### src/rtl/fp_mul_seq_if.sv
// Handshake and operand/result bundle for the sequential binary32 multiplier.
// The requester drives start and the operands; the multiplier answers with busy, done and the product.
interface fp_mul_seq_if;
   logic        start;
   logic [31:0] a_bits;
   logic [31:0] b_bits;
   logic        busy;
   logic        done;
   logic [31:0] z_bits;

   modport master (
      output start,
      output a_bits,
      output b_bits,
      input  busy,
      input  done,
      input  z_bits
   );

   modport slave (
      input  start,
      input  a_bits,
      input  b_bits,
      output busy,
      output done,
      output z_bits
   );
endinterface

### src/rtl/fp_mul_seq.sv
// Sequential IEEE-754 binary32 multiplier: a 24-step shift-add significand multiply with RNE rounding.
// Subnormal inputs are read as zero and tiny results flush to zero. Latency is a fixed 27 edges.
module fp_mul_seq (
   input  logic        clk,
   input  logic        rst,
   fp_mul_seq_if.slave bus
);

   typedef enum logic [2:0] {
      IDLE,
      UNPACK,
      MULT,
      NORM,
      ROUND
   } state_t;

   state_t             r_state;
   state_t             w_nextState;
   logic               w_busy;

   logic [31:0]        r_aBits;
   logic [31:0]        r_bBits;
   logic [23:0]        r_aMant;
   logic [23:0]        r_bMant;
   logic [47:0]        r_acc;
   logic [4:0]         r_count;
   logic               r_sign;
   logic signed [9:0]  r_exp;
   logic               r_special;
   logic [31:0]        r_specialVal;
   logic [23:0]        r_normMant;
   logic               r_guard;
   logic               r_round;
   logic               r_sticky;
   logic               r_done;
   logic [31:0]        r_z;

   logic [7:0]         w_aExp;
   logic [7:0]         w_bExp;
   logic [22:0]        w_aFrac;
   logic [22:0]        w_bFrac;
   logic               w_aZero;
   logic               w_bZero;
   logic               w_aInf;
   logic               w_bInf;
   logic               w_aNaN;
   logic               w_bNaN;
   logic               w_sign;
   logic [9:0]         w_expSum;

   logic               w_roundUp;
   logic [24:0]        w_mantRnd;
   logic               w_carry;
   logic signed [9:0]  w_expFinal;
   logic [22:0]        w_fracFinal;
   logic [31:0]        w_result;

   always_ff @(posedge clk) begin
      if (rst) begin
         r_state <= IDLE;
      end else begin
         r_state <= w_nextState;
      end
   end

   always_comb begin
      w_nextState = r_state;
      w_busy      = (r_state != IDLE);
      case (r_state)
         IDLE: begin
            if (bus.start) begin
               w_nextState = UNPACK;
            end
         end
         UNPACK: begin
            w_nextState = MULT;
         end
         MULT: begin
            if (r_count == 5'd23) begin
               w_nextState = NORM;
            end
         end
         NORM: begin
            w_nextState = ROUND;
         end
         ROUND: begin
            w_nextState = IDLE;
         end
         default: begin
            w_nextState = IDLE;
         end
      endcase
   end

   // Operand classification; an exponent field of zero covers both true zero and subnormals (DAZ).
   always_comb begin
      w_aExp   = r_aBits[30:23];
      w_bExp   = r_bBits[30:23];
      w_aFrac  = r_aBits[22:0];
      w_bFrac  = r_bBits[22:0];
      w_aZero  = (w_aExp == 8'd0);
      w_bZero  = (w_bExp == 8'd0);
      w_aInf   = (w_aExp == 8'hFF) && (w_aFrac == 23'd0);
      w_bInf   = (w_bExp == 8'hFF) && (w_bFrac == 23'd0);
      w_aNaN   = (w_aExp == 8'hFF) && (w_aFrac != 23'd0);
      w_bNaN   = (w_bExp == 8'hFF) && (w_bFrac != 23'd0);
      w_sign   = r_aBits[31] ^ r_bBits[31];
      w_expSum = {2'b00, w_aExp} + {2'b00, w_bExp} - 10'd127;
   end

   always_comb begin
      w_roundUp   = r_guard & (r_round | r_sticky | r_normMant[0]);
      w_mantRnd   = {1'b0, r_normMant} + {24'd0, w_roundUp};
      w_carry     = w_mantRnd[24];
      w_expFinal  = r_exp + $signed({9'd0, w_carry});
      w_fracFinal = w_carry ? w_mantRnd[23:1] : w_mantRnd[22:0];
      w_result    = {r_sign, w_expFinal[7:0], w_fracFinal};
      if (r_special) begin
         w_result = r_specialVal;
      end else if (w_expFinal <= 10'sd0) begin
         w_result = {r_sign, 31'd0};
      end else if (w_expFinal >= 10'sd255) begin
         w_result = {r_sign, 8'hFF, 23'd0};
      end
   end

   always_ff @(posedge clk) begin
      if (rst) begin
         r_aBits      <= 32'd0;
         r_bBits      <= 32'd0;
         r_aMant      <= 24'd0;
         r_bMant      <= 24'd0;
         r_acc        <= 48'd0;
         r_count      <= 5'd0;
         r_sign       <= 1'b0;
         r_exp        <= 10'sd0;
         r_special    <= 1'b0;
         r_specialVal <= 32'd0;
         r_normMant   <= 24'd0;
         r_guard      <= 1'b0;
         r_round      <= 1'b0;
         r_sticky     <= 1'b0;
         r_done       <= 1'b0;
         r_z          <= 32'd0;
      end else begin
         r_done <= 1'b0;
         case (r_state)
            IDLE: begin
               if (bus.start) begin
                  r_aBits <= bus.a_bits;
                  r_bBits <= bus.b_bits;
               end
            end
            UNPACK: begin
               r_aMant   <= w_aZero ? 24'd0 : {1'b1, w_aFrac};
               r_bMant   <= w_bZero ? 24'd0 : {1'b1, w_bFrac};
               r_sign    <= w_sign;
               r_exp     <= $signed(w_expSum);
               r_acc     <= 48'd0;
               r_count   <= 5'd0;
               r_special <= w_aNaN | w_bNaN | w_aInf | w_bInf | w_aZero | w_bZero;
               if (w_aNaN || w_bNaN || (w_aInf && w_bZero) || (w_aZero && w_bInf)) begin
                  r_specialVal <= 32'h7FC00000;
               end else if (w_aInf || w_bInf) begin
                  r_specialVal <= {w_sign, 8'hFF, 23'd0};
               end else begin
                  r_specialVal <= {w_sign, 31'd0};
               end
            end
            MULT: begin
               // Consume b from its MSB so the accumulator only ever shifts left.
               r_acc   <= {r_acc[46:0], 1'b0} + (r_bMant[23] ? {24'd0, r_aMant} : 48'd0);
               r_bMant <= {r_bMant[22:0], 1'b0};
               r_count <= r_count + 5'd1;
            end
            NORM: begin
               if (r_acc[47]) begin
                  r_normMant <= r_acc[47:24];
                  r_guard    <= r_acc[23];
                  r_round    <= r_acc[22];
                  r_sticky   <= |r_acc[21:0];
                  r_exp      <= r_exp + 10'sd1;
               end else begin
                  r_normMant <= r_acc[46:23];
                  r_guard    <= r_acc[22];
                  r_round    <= r_acc[21];
                  r_sticky   <= |r_acc[20:0];
               end
            end
            ROUND: begin
               r_z    <= w_result;
               r_done <= 1'b1;
            end
            default: begin
               r_done <= 1'b0;
            end
         endcase
      end
   end

   assign bus.busy   = w_busy;
   assign bus.done   = r_done;
   assign bus.z_bits = r_z;

endmodule

### src/flat_wrapper.sv
// flat-port wrapper written by rule: the top's interface ports become plain ports
module fp_mul_seq_flat 
  (clk, rst, bus_start, bus_a_bits, bus_b_bits, bus_busy, bus_done, bus_z_bits);
  fp_mul_seq_if bus_i ();
  input  logic clk;
  input  logic rst;
  input wire logic [$bits(bus_i.start)-1:0] bus_start;
  input wire logic [$bits(bus_i.a_bits)-1:0] bus_a_bits;
  input wire logic [$bits(bus_i.b_bits)-1:0] bus_b_bits;
  output wire logic [$bits(bus_i.busy)-1:0] bus_busy;
  output wire logic [$bits(bus_i.done)-1:0] bus_done;
  output wire logic [$bits(bus_i.z_bits)-1:0] bus_z_bits;
  assign bus_i.start = bus_start;
  assign bus_i.a_bits = bus_a_bits;
  assign bus_i.b_bits = bus_b_bits;
  assign bus_busy = bus_i.busy;
  assign bus_done = bus_i.done;
  assign bus_z_bits = bus_i.z_bits;
  fp_mul_seq u_core (.clk(clk), .rst(rst), .bus(bus_i));
endmodule
### config.mk
export PLATFORM = sky130hd
export DESIGN_NAME = fp_mul_seq_flat
export DESIGN_NICKNAME = d
export VERILOG_FILES = /design/src/rtl/fp_mul_seq_if.sv /design/src/rtl/fp_mul_seq.sv /design/src/flat_wrapper.sv
export SDC_FILE = /design/constraint.sdc
export NUM_CORES = 1
export LEC_CHECK = 0
export ABC_AREA = 1
export BUFFER_PORTS_ARGS = -buffer_cell sky130_fd_sc_hd__buf_4
export CORE_MARGIN = 4
export CORE_UTILIZATION = 55
export DETAILED_ROUTE_END_ITERATION = 10
export PLACE_DENSITY_LB_ADDON = 0.08
export REMOVE_ABC_BUFFERS = 1
export SYNTH_ARGS = -nofsm -noshare
export SYNTH_HDL_FRONTEND = slang
export SYNTH_SLANG_ARGS = --single-unit
### constraint.sdc
create_clock -name clk -period 2.9 [get_ports clk]
set_input_delay 0.725 -clock clk [delete_from_list [all_inputs] [get_ports clk]]
set_output_delay 0.725 -clock clk [all_outputs]
set_load 0.03 [all_outputs]
==> results.sh, run 1 <==
export IMPL_max_slew_margin_pct=34.3
export IMPL_hold_ws_ps=456
export IMPL_status="finished with violations"
export IMPL_synth_seq_area_share_pct=34.4
export IMPL_ir_worst_vdd_v=0.000472
export IMPL_grt_overflow=0
export IMPL_drtPass1Iterations=6
export IMPL_async_reset_ff_share_pct=0
export IMPL_synth_seq_cells=243
export IMPL_holdPathStages=3
export IMPL_synth_area_mm2=0.0141
export IMPL_cpLargestDelayFamily="simple AND/OR/NAND/NOR gates"
export IMPL_place_ws_ps=-168
export IMPL_synth_edf_count=0
export IMPL_port_buffers=100
export IMPL_avgSynthCellArea_um2=6.34
export IMPL_ios=101
export IMPL_crit_type="reg2reg"
export IMPL_totalWireLength_um=40200
export IMPL_dp_hpwl_um=28500
export IMPL_routedWlPerCell_um=15.1
export IMPL_synthToLayoutAreaGrowth_pct=17.6
export IMPL_critPathLaunchType="flip-flop"
export IMPL_grt_start_max_net_pins=130
export IMPL_slowest_delay_ps=330
export IMPL_cts_buffers=28
export IMPL_core_area_mm2=0.0253
export IMPL_crit_chain="nand2_2 > inv_2 > ha_4 > nand2_4 > nor2_4 > nand3_2 > nor3_2 > nand2_1 > nor2_4 > ha_4 > ha_4 > nand3_4 > nand2_1 > o21ai_2 > buf_4 > nor2_1 > nand3_2 > nand2_8 > nand2_8 > nand2_2 > nand2_2 > a21oi_2"
export IMPL_clockBufferDepth=3
export IMPL_path_max_fanout=8
export IMPL_fin_ws_ps=-1.25
export IMPL_fillers=2402
export IMPL_fin_crit_ps=2900
export IMPL_viasPerCell=5.52
export IMPL_synth_top_area_cell="dfxtp_1"
export IMPL_drt_iter0_drc=1236
export IMPL_clock_latency_ps=540
export IMPL_ys_warn_count=0
export IMPL_fin_crit_sh_pct=100
export IMPL_worst_path_stages=22
export IMPL_syn_inst=2232
export IMPL_multiInputGateArea_mm2=0.00816
export IMPL_power_leakage_nw=7.24
export IMPL_finalSetupViolations=1
export IMPL_fin_skew_ps=11.0
export IMPL_ctsRootBufferMaster="clkbuf_16"
export IMPL_grt_pass1_wl_um=65700
export IMPL_detail_route_antenna_nets=0
export IMPL_die_area_mm2=0.0284
export IMPL_cts_sinks=243
export IMPL_drv_cap=0
export IMPL_hp_class="in2reg"
export IMPL_nNetsFinal=2425
export IMPL_clk_pin_slew_ps=60
export IMPL_regArea_mm2=0.00487
export IMPL_hold_viol=0
export IMPL_gp_congestion=0.969
export IMPL_setup_worst_path_end_class="flip-flop"
export IMPL_clock_fmax_mhz=345
export IMPL_synth_ff_type="dfxtp_1"
export IMPL_initial_core_util_pct=56.0
export IMPL_drc=0
export IMPL_ys_top_cells_by_area="dfxtp_1 (34%), nand2_1 (18%), a21oi_1 (8.2%)"
export IMPL_violations="negative setup slack"
export IMPL_drive_gt1_share_pct=13.2
export IMPL_crit_required_ps=3380
export IMPL_cts_tree="yes"
export IMPL_reg2reg_depth=22
export IMPL_first_global_vias=13300
export IMPL_cts_max_level=1
export IMPL_vias=14700
export IMPL_cp_num_buf_inv=2
export IMPL_synth_cell_types=45
export IMPL_grtUsageTotal_pct=27.3
export IMPL_grt_antenna_before_repair=0
export IMPL_setup_tns_ps=-1.25
export IMPL_holdBufCountCts=0
export IMPL_drv_slew=0
export IMPL_final_cell_mix="nand2_1 (659), inv_1 (279), dfxtp_1 (241)"
export IMPL_n_antenna_cell=0
export IMPL_worst_slew_pin_slew_ps=985
export IMPL_die_h_um=168
export IMPL_die_width_um=168
export IMPL_crit_slowest_cell="dfxtp_2"
export IMPL_final_common_cell="nand2_1"
export IMPL_rows=58
export IMPL_cp_arrival_ps=3380
export IMPL_synth_top_area_share_pct=34.4
export IMPL_cellPowerDensity_mw_per_mm2=539
export IMPL_rsz0062_at_grt="yes"
[kinds of logic (layout without fill, tap and decap cells)]
kind of cell             count (synthesis)  count (layout)  share of synthesized area [%]
AND/OR/NAND/NOR                       1089            1092                           33.4
XOR/XNOR                                14              14                          0.867
AO/OA/AOI/OAI                          455             455                           17.0
buffers and inverters                  392             494                           10.8
adder cells (fa/ha/maj)                 39              39                           3.56
flip-flops                             243             243                           34.4
[power by group]
part | switching [W] | internal, W
combinational | 0.00123 | 0.000618
sequential | 0.000224 | 0.00360
clock | 0.00137 | 0.00192
[tightest hold or removal path: stages]
cell	delay, ps
buf_4	70
o21ai_0	70
a21oi_1	100
[stage by stage]
stage	power (W)	instances	cell area, um2	util [%]
final	0.00897	2667	16600	65.9
after global routing	0.00944	2667	16600	65.9
after CTS	0.00896	2663	16400	64.9
after detailed placement	0.00557	2605	15300	60.5
after global placement	0.00554	2605	15300	60.5
after floorplan	0.00495	2131	13700	-
[per-layer routing]
metal	GRT usage [%]	vias up	part of all wire, %
li1	-	7444	-
met5	0	-	0
met4	6.70	0	2.6
met3	3.52	83	6.6
met1	38.5	6696	46
met2	44.5	491	45
[flip-flops by register name, indices dropped and copies added (netlist names)]
| signal | count |
|---|---|
| u_core.bus.done | 1 |
| u_core.bus.z_bits | 32 |
| u_core.r_aBits | 32 |
| u_core.r_aMant | 24 |
| u_core.r_acc | 48 |
| u_core.r_bBits | 32 |
| u_core.r_bMant | 24 |
| u_core.r_count | 5 |
| u_core.r_exp | 10 |
| u_core.r_guard | 1 |
| u_core.r_normMant | 24 |
| u_core.r_round | 1 |
| u_core.r_sign | 1 |
| u_core.r_special | 1 |
| u_core.r_specialVal | 3 |
| u_core.r_state | 3 |
| u_core.r_sticky | 1 |
[synth_stat cells, types with 5 or more instances]
| cell | number |
|---|---|
| buf_1 | 5 |
| a31oi_1 | 53 |
| nor2_4 | 5 |
| nand3_2 | 13 |
| inv_2 | 7 |
| xor2_1 | 6 |
| nand2_2 | 6 |
| nor2_1 | 118 |
| nand3b_1 | 23 |
| inv_1 | 282 |
| clkbuf_1 | 76 |
| ha_1 | 37 |
| nor3_1 | 27 |
| xnor2_1 | 8 |
| dfxtp_1 | 243 |
| nand2_1 | 677 |
| nand3_1 | 160 |
| a21oi_2 | 5 |
| a21oi_1 | 232 |
| o21ai_0 | 148 |
| nor2_2 | 6 |
| buf_2 | 15 |
| nor4_1 | 8 |
| nand4_1 | 31 |
[area by class of cell]
| cell class | instances | area share, % |
|---|---|---|
| multi-input combinational | 1600 | 49.1 |
| sequential | 243 | 29.3 |
| timing repair buffer | 155 | 7.47 |
| inverter | 291 | 6.59 |
| clock buffer | 43 | 4.91 |
| tap | 330 | 2.48 |
| clock inverter | 5 | 0.233 |
[final timing paths]
check | from | end | slack, ps
setup reg to reg | u_core.r_normMant[0]$_SDFFE_PP0P_ | u_core.bus.z_bits[30]$_SDFFE_PP0P_ | -1
setup / recovery | u_core.r_normMant[0]$_SDFFE_PP0P_ | u_core.bus.z_bits[30]$_SDFFE_PP0P_ | -1
hold reg to reg | u_core.r_bBits[10]$_SDFFE_PP0P_ | u_core.r_bBits[10]$_SDFFE_PP0P_ | 460
hold / removal | bus_b_bits[27] | u_core.r_bBits[27]$_SDFFE_PP0P_ | 460
[what timing repair did]
action                                  4_1_cts  5_1_grt
cloned                                        3        1
buffers inserted                              7        3
endpoints found under the setup margin       31       31
resized for setup                            43       45
endpoints found under the hold margin         0        0
pin swaps                                    27       30
Note: power is estimated with default switching activity, not from simulation.
==> run 2: changes to the inputs <==
ABC_AREA = default   (was 1)
CORE_UTILIZATION = 54   (was 55)
==> results.sh, run 2 <==
export IMPL_synth_seq_cells=243
export IMPL_cpLargestDelayFamily="simple AND/OR/NAND/NOR gates"
export IMPL_grt_start_max_net_pins=91
export IMPL_setup_worst_path_end_class="flip-flop"
export IMPL_totalWireLength_um=29100
export IMPL_crit_type="reg2reg"
export IMPL_fillers=1927
export IMPL_port_buffers=100
export IMPL_reg2reg_to="u_core.bus.z_bits[16]$_SDFFE_PP0P_"
export IMPL_largest_reg_flops=48
export IMPL_ctsRootBufferMaster="clkbuf_16"
export IMPL_dp_cells=1846
export IMPL_clockBufferDepth=3
export IMPL_cellPowerDensity_mw_per_mm2=508
export IMPL_violations="negative setup slack"
export IMPL_rrSetupSlack_ps=-280
export IMPL_fin_util_pct=68.2
export IMPL_synth_mux_area_share_pct=2.39
export IMPL_fin_skew_ps=8.13
export IMPL_hp_class="reg2reg"
export IMPL_synth_top_family_by_area="simple AND/OR/NAND/NOR gates"
export IMPL_yosysMostFrequentCell="nand2_1"
export IMPL_synth_simple_gate_area_share_pct=22.6
export IMPL_synth_top_area_cell="dfxtp_1"
export IMPL_n_antenna_cell=0
export IMPL_cts_sinks=243
export IMPL_ys_top_cells_by_area="dfxtp_1 (41%), nand2_1 (7.7%), a21oi_1 (5.3%)"
export IMPL_cpMostUsedCell="and3_4"
export IMPL_cts_tree="yes"
export IMPL_nNetsFinal=1716
export IMPL_detail_route_antenna_nets=0
export IMPL_worst_slew_pin_slew_ps=670
export IMPL_ios=101
export IMPL_synthToLayoutAreaGrowth_pct=24.3
export IMPL_drive_gt1_share_pct=22.7
export IMPL_cp_num_buf_inv=2
export IMPL_hold_viol=0
export IMPL_drt_iter0_drc=770
export IMPL_drv_cap=0
export IMPL_synth_ff_type="dfxtp_1"
export IMPL_final_cell_mix="nand2_1 (244), dfxtp_1 (234), buf_4 (210)"
export IMPL_vias=10800
export IMPL_drtPass1Iterations=7
export IMPL_ys_top_cells_by_count="nand2_1 (247), dfxtp_1 (243), nor2_1 (133), a21oi_1 (126), clkbuf_1 (59)"
export IMPL_grtUsageTotal_pct=22.4
export IMPL_synth_seq_area_share_pct=40.6
export IMPL_die_h_um=157
export IMPL_ys_warn_count=0
export IMPL_cp_arrival_ps=3590
export IMPL_initial_core_util_pct=54.9
export IMPL_drc=0
export IMPL_synth_cell_types=80
export IMPL_status="finished with violations"
export IMPL_fin_crit_sh_pct=110
export IMPL_synth_xor_area_share_pct=5.63
export IMPL_yosys_area_share_adder_pct=4.20
export IMPL_holdPathStages=2
export IMPL_syn_inst=1450
export IMPL_die_width_um=157
export IMPL_ir_worst_vdd_v=0.000527
export IMPL_worstHoldStart="u_core.r_aMant[12]$_SDFFE_PP0P_"
export IMPL_rows=54
export IMPL_cts_max_level=1
export IMPL_finalNonFillerCells=1909
export IMPL_max_slew_margin_pct=55.0
export IMPL_fin_crit_ps=3180
export IMPL_placed_area_mm2=0.0136
export IMPL_drv_slew=0
export IMPL_crit_chain="and3_4 > and3_4 > and2_4 > and3_4 > and3_4 > nand3_4 > inv_2 > ha_4 > ha_4 > xor2_2 > or3_1 > nor3_1 > and4_1 > nor3_2 > and3_4 > buf_12 > a22o_1"
export IMPL_cts_buffers=27
export IMPL_place_ws_ps=-613
export IMPL_synth_area_mm2=0.0120
export IMPL_avgSynthCellArea_um2=8.26
export IMPL_finalSetupViolations=31
export IMPL_crit_path_start="u_core.r_normMant[13]$_SDFFE_PP0P_"
export IMPL_reg2reg_depth=17
export IMPL_first_global_vias=9922
export IMPL_viasPerCell=5.66
export IMPL_fin_ws_ps=-276
export IMPL_critPathLaunchType="flip-flop"
export IMPL_core_area_mm2=0.0218
export IMPL_hold_path_end="u_core.r_aMant[12]$_SDFFE_PP0P_"
export IMPL_die_area_mm2=0.0246
export IMPL_crit_required_ps=3310
export IMPL_dp_hpwl_um=20500
export IMPL_timing_rr_start="u_core.r_normMant[13]$_SDFFE_PP0P_"
export IMPL_path_max_fanout=11
export IMPL_grt_overflow=0
export IMPL_synth_top_area_share_pct=40.6
export IMPL_synth_edf_count=0
export IMPL_power_leakage_nw=5.88
export IMPL_grt_pass1_wl_um=47200
export IMPL_clock_latency_ps=520
export IMPL_largest_register="u_core.r_acc"
export IMPL_clock_fmax_mhz=315
export IMPL_clk_pin_slew_ps=60
export IMPL_final_area_mm2=0.0149
export IMPL_async_reset_ff_share_pct=0
export IMPL_rsz0062_at_grt="yes"
export IMPL_grt_antenna_before_repair=0
export IMPL_crit_slowest_cell="dfxtp_2"
export IMPL_routedWlPerCell_um=15.2
export IMPL_slowest_delay_ps=320
export IMPL_gp_congestion=0.877
export IMPL_final_common_cell="nand2_1"
export IMPL_synth_compound_area_share_pct=20.6
-- run 2: cell types whose count changed after synthesis, moves of 26 or more --
cell,before,now
o21ai_0,148,53
and2_1,3,31
nand2_1,677,247
xor2_1,6,42
a31oi_1,53,9
nand3_1,160,58
a21oi_1,232,126
inv_1,282,23
a211oi_1,4,42
xnor2_1,8,35
mux2i_1,0,26
-- run 2: where the power goes --
group / switching [W] / leakage [nW] / total [W] / internal, W
registers: 0.000102 / 1.97 / 0.00355 / 0.00345
clock network: 0.00134 / 0.414 / 0.00324 / 0.00190
logic: 0.000456 / 3.49 / 0.000768 / 0.000312
-- run 2: area by class of cell --
class / instances / area (um2) / area share, %
Clock buffer: 36 / 749 / 5.04
Clock inverter: 12 / 100 / 0.673
Multi-Input combinational cell: 1096 / 7010 / 47.1
Timing Repair Buffer: 218 / 1710 / 11.5
Inverter: 24 / 90.1 / 0.605
Sequential cell: 243 / 4880 / 32.8
Tap cell: 280 / 350 / 2.35
-- run 2: cells by family (layout without fill, tap and decap cells) --
| group | count (synthesis) | in the layout |
|---|---|---|
| adders and majority gates | 39 | 39 |
| DFF | 243 | 243 |
| AOI/OAI and AO/OA | 368 | 369 |
| muxes | 28 | 28 |
| xor gates and xnor gates | 77 | 77 |
| and+or+nand+nor | 582 | 583 |
| buffers and inverters | 113 | 290 |
-- run 2: worst max-delay path by stage --
stage / end / slack [ps] / depth (start not counted)
floorplan: u_core.r_bMant[10]$_SDFFE_PP0P_ / -1590 / 5
global placement: u_core.bus.z_bits[9]$_SDFFE_PP0P_ / -500 / 17
detailed placement: u_core.bus.z_bits[3]$_SDFFE_PP0P_ / -610 / 17
CTS: u_core.bus.z_bits[16]$_SDFFE_PP0P_ / -380 / 17
global route: u_core.bus.z_bits[30]$_SDFFE_PP0P_ / -390 / 17
finish: u_core.bus.z_bits[16]$_SDFFE_PP0P_ / -280 / 17
-- run 2: tightest hold or removal path, delay by kind of cell, from the launching register on --
family | cells | cell delay, ps
AO/OA/AOI/OAI | 1 | 50
flip-flops | 1 | 300
AND/OR/NAND/NOR | 1 | 50
-- run 2: routing by layer --
layer,routed length (um),global-route usage (%)
met5,0,0
met1,13300,31.1
met2,13700,37.5
met4,541,4.79
met3,1550,3.24
-- run 2: per-stage QoR --
stage | hold WS [ps] | TNS [ps] | power [W]
3_3_place_gp | 434 | -12090 | 0.00434
2_1_floorplan | 421 | -113350 | 0.00401
6_report | 447 | -6960 | 0.00756
4_1_cts | 427 | -10110 | 0.00762
3_5_place_dp | 442 | -15080 | 0.00436
5_1_grt | 428 | -10030 | 0.00787
-- run 2: what timing repair did --
item,in CTS,in global routing
setup buffers,9,5
cloned,0,2
resized for setup,23,65
hold buffers,0,0
pin swaps,11,25
endpoints found under the setup margin,33,56
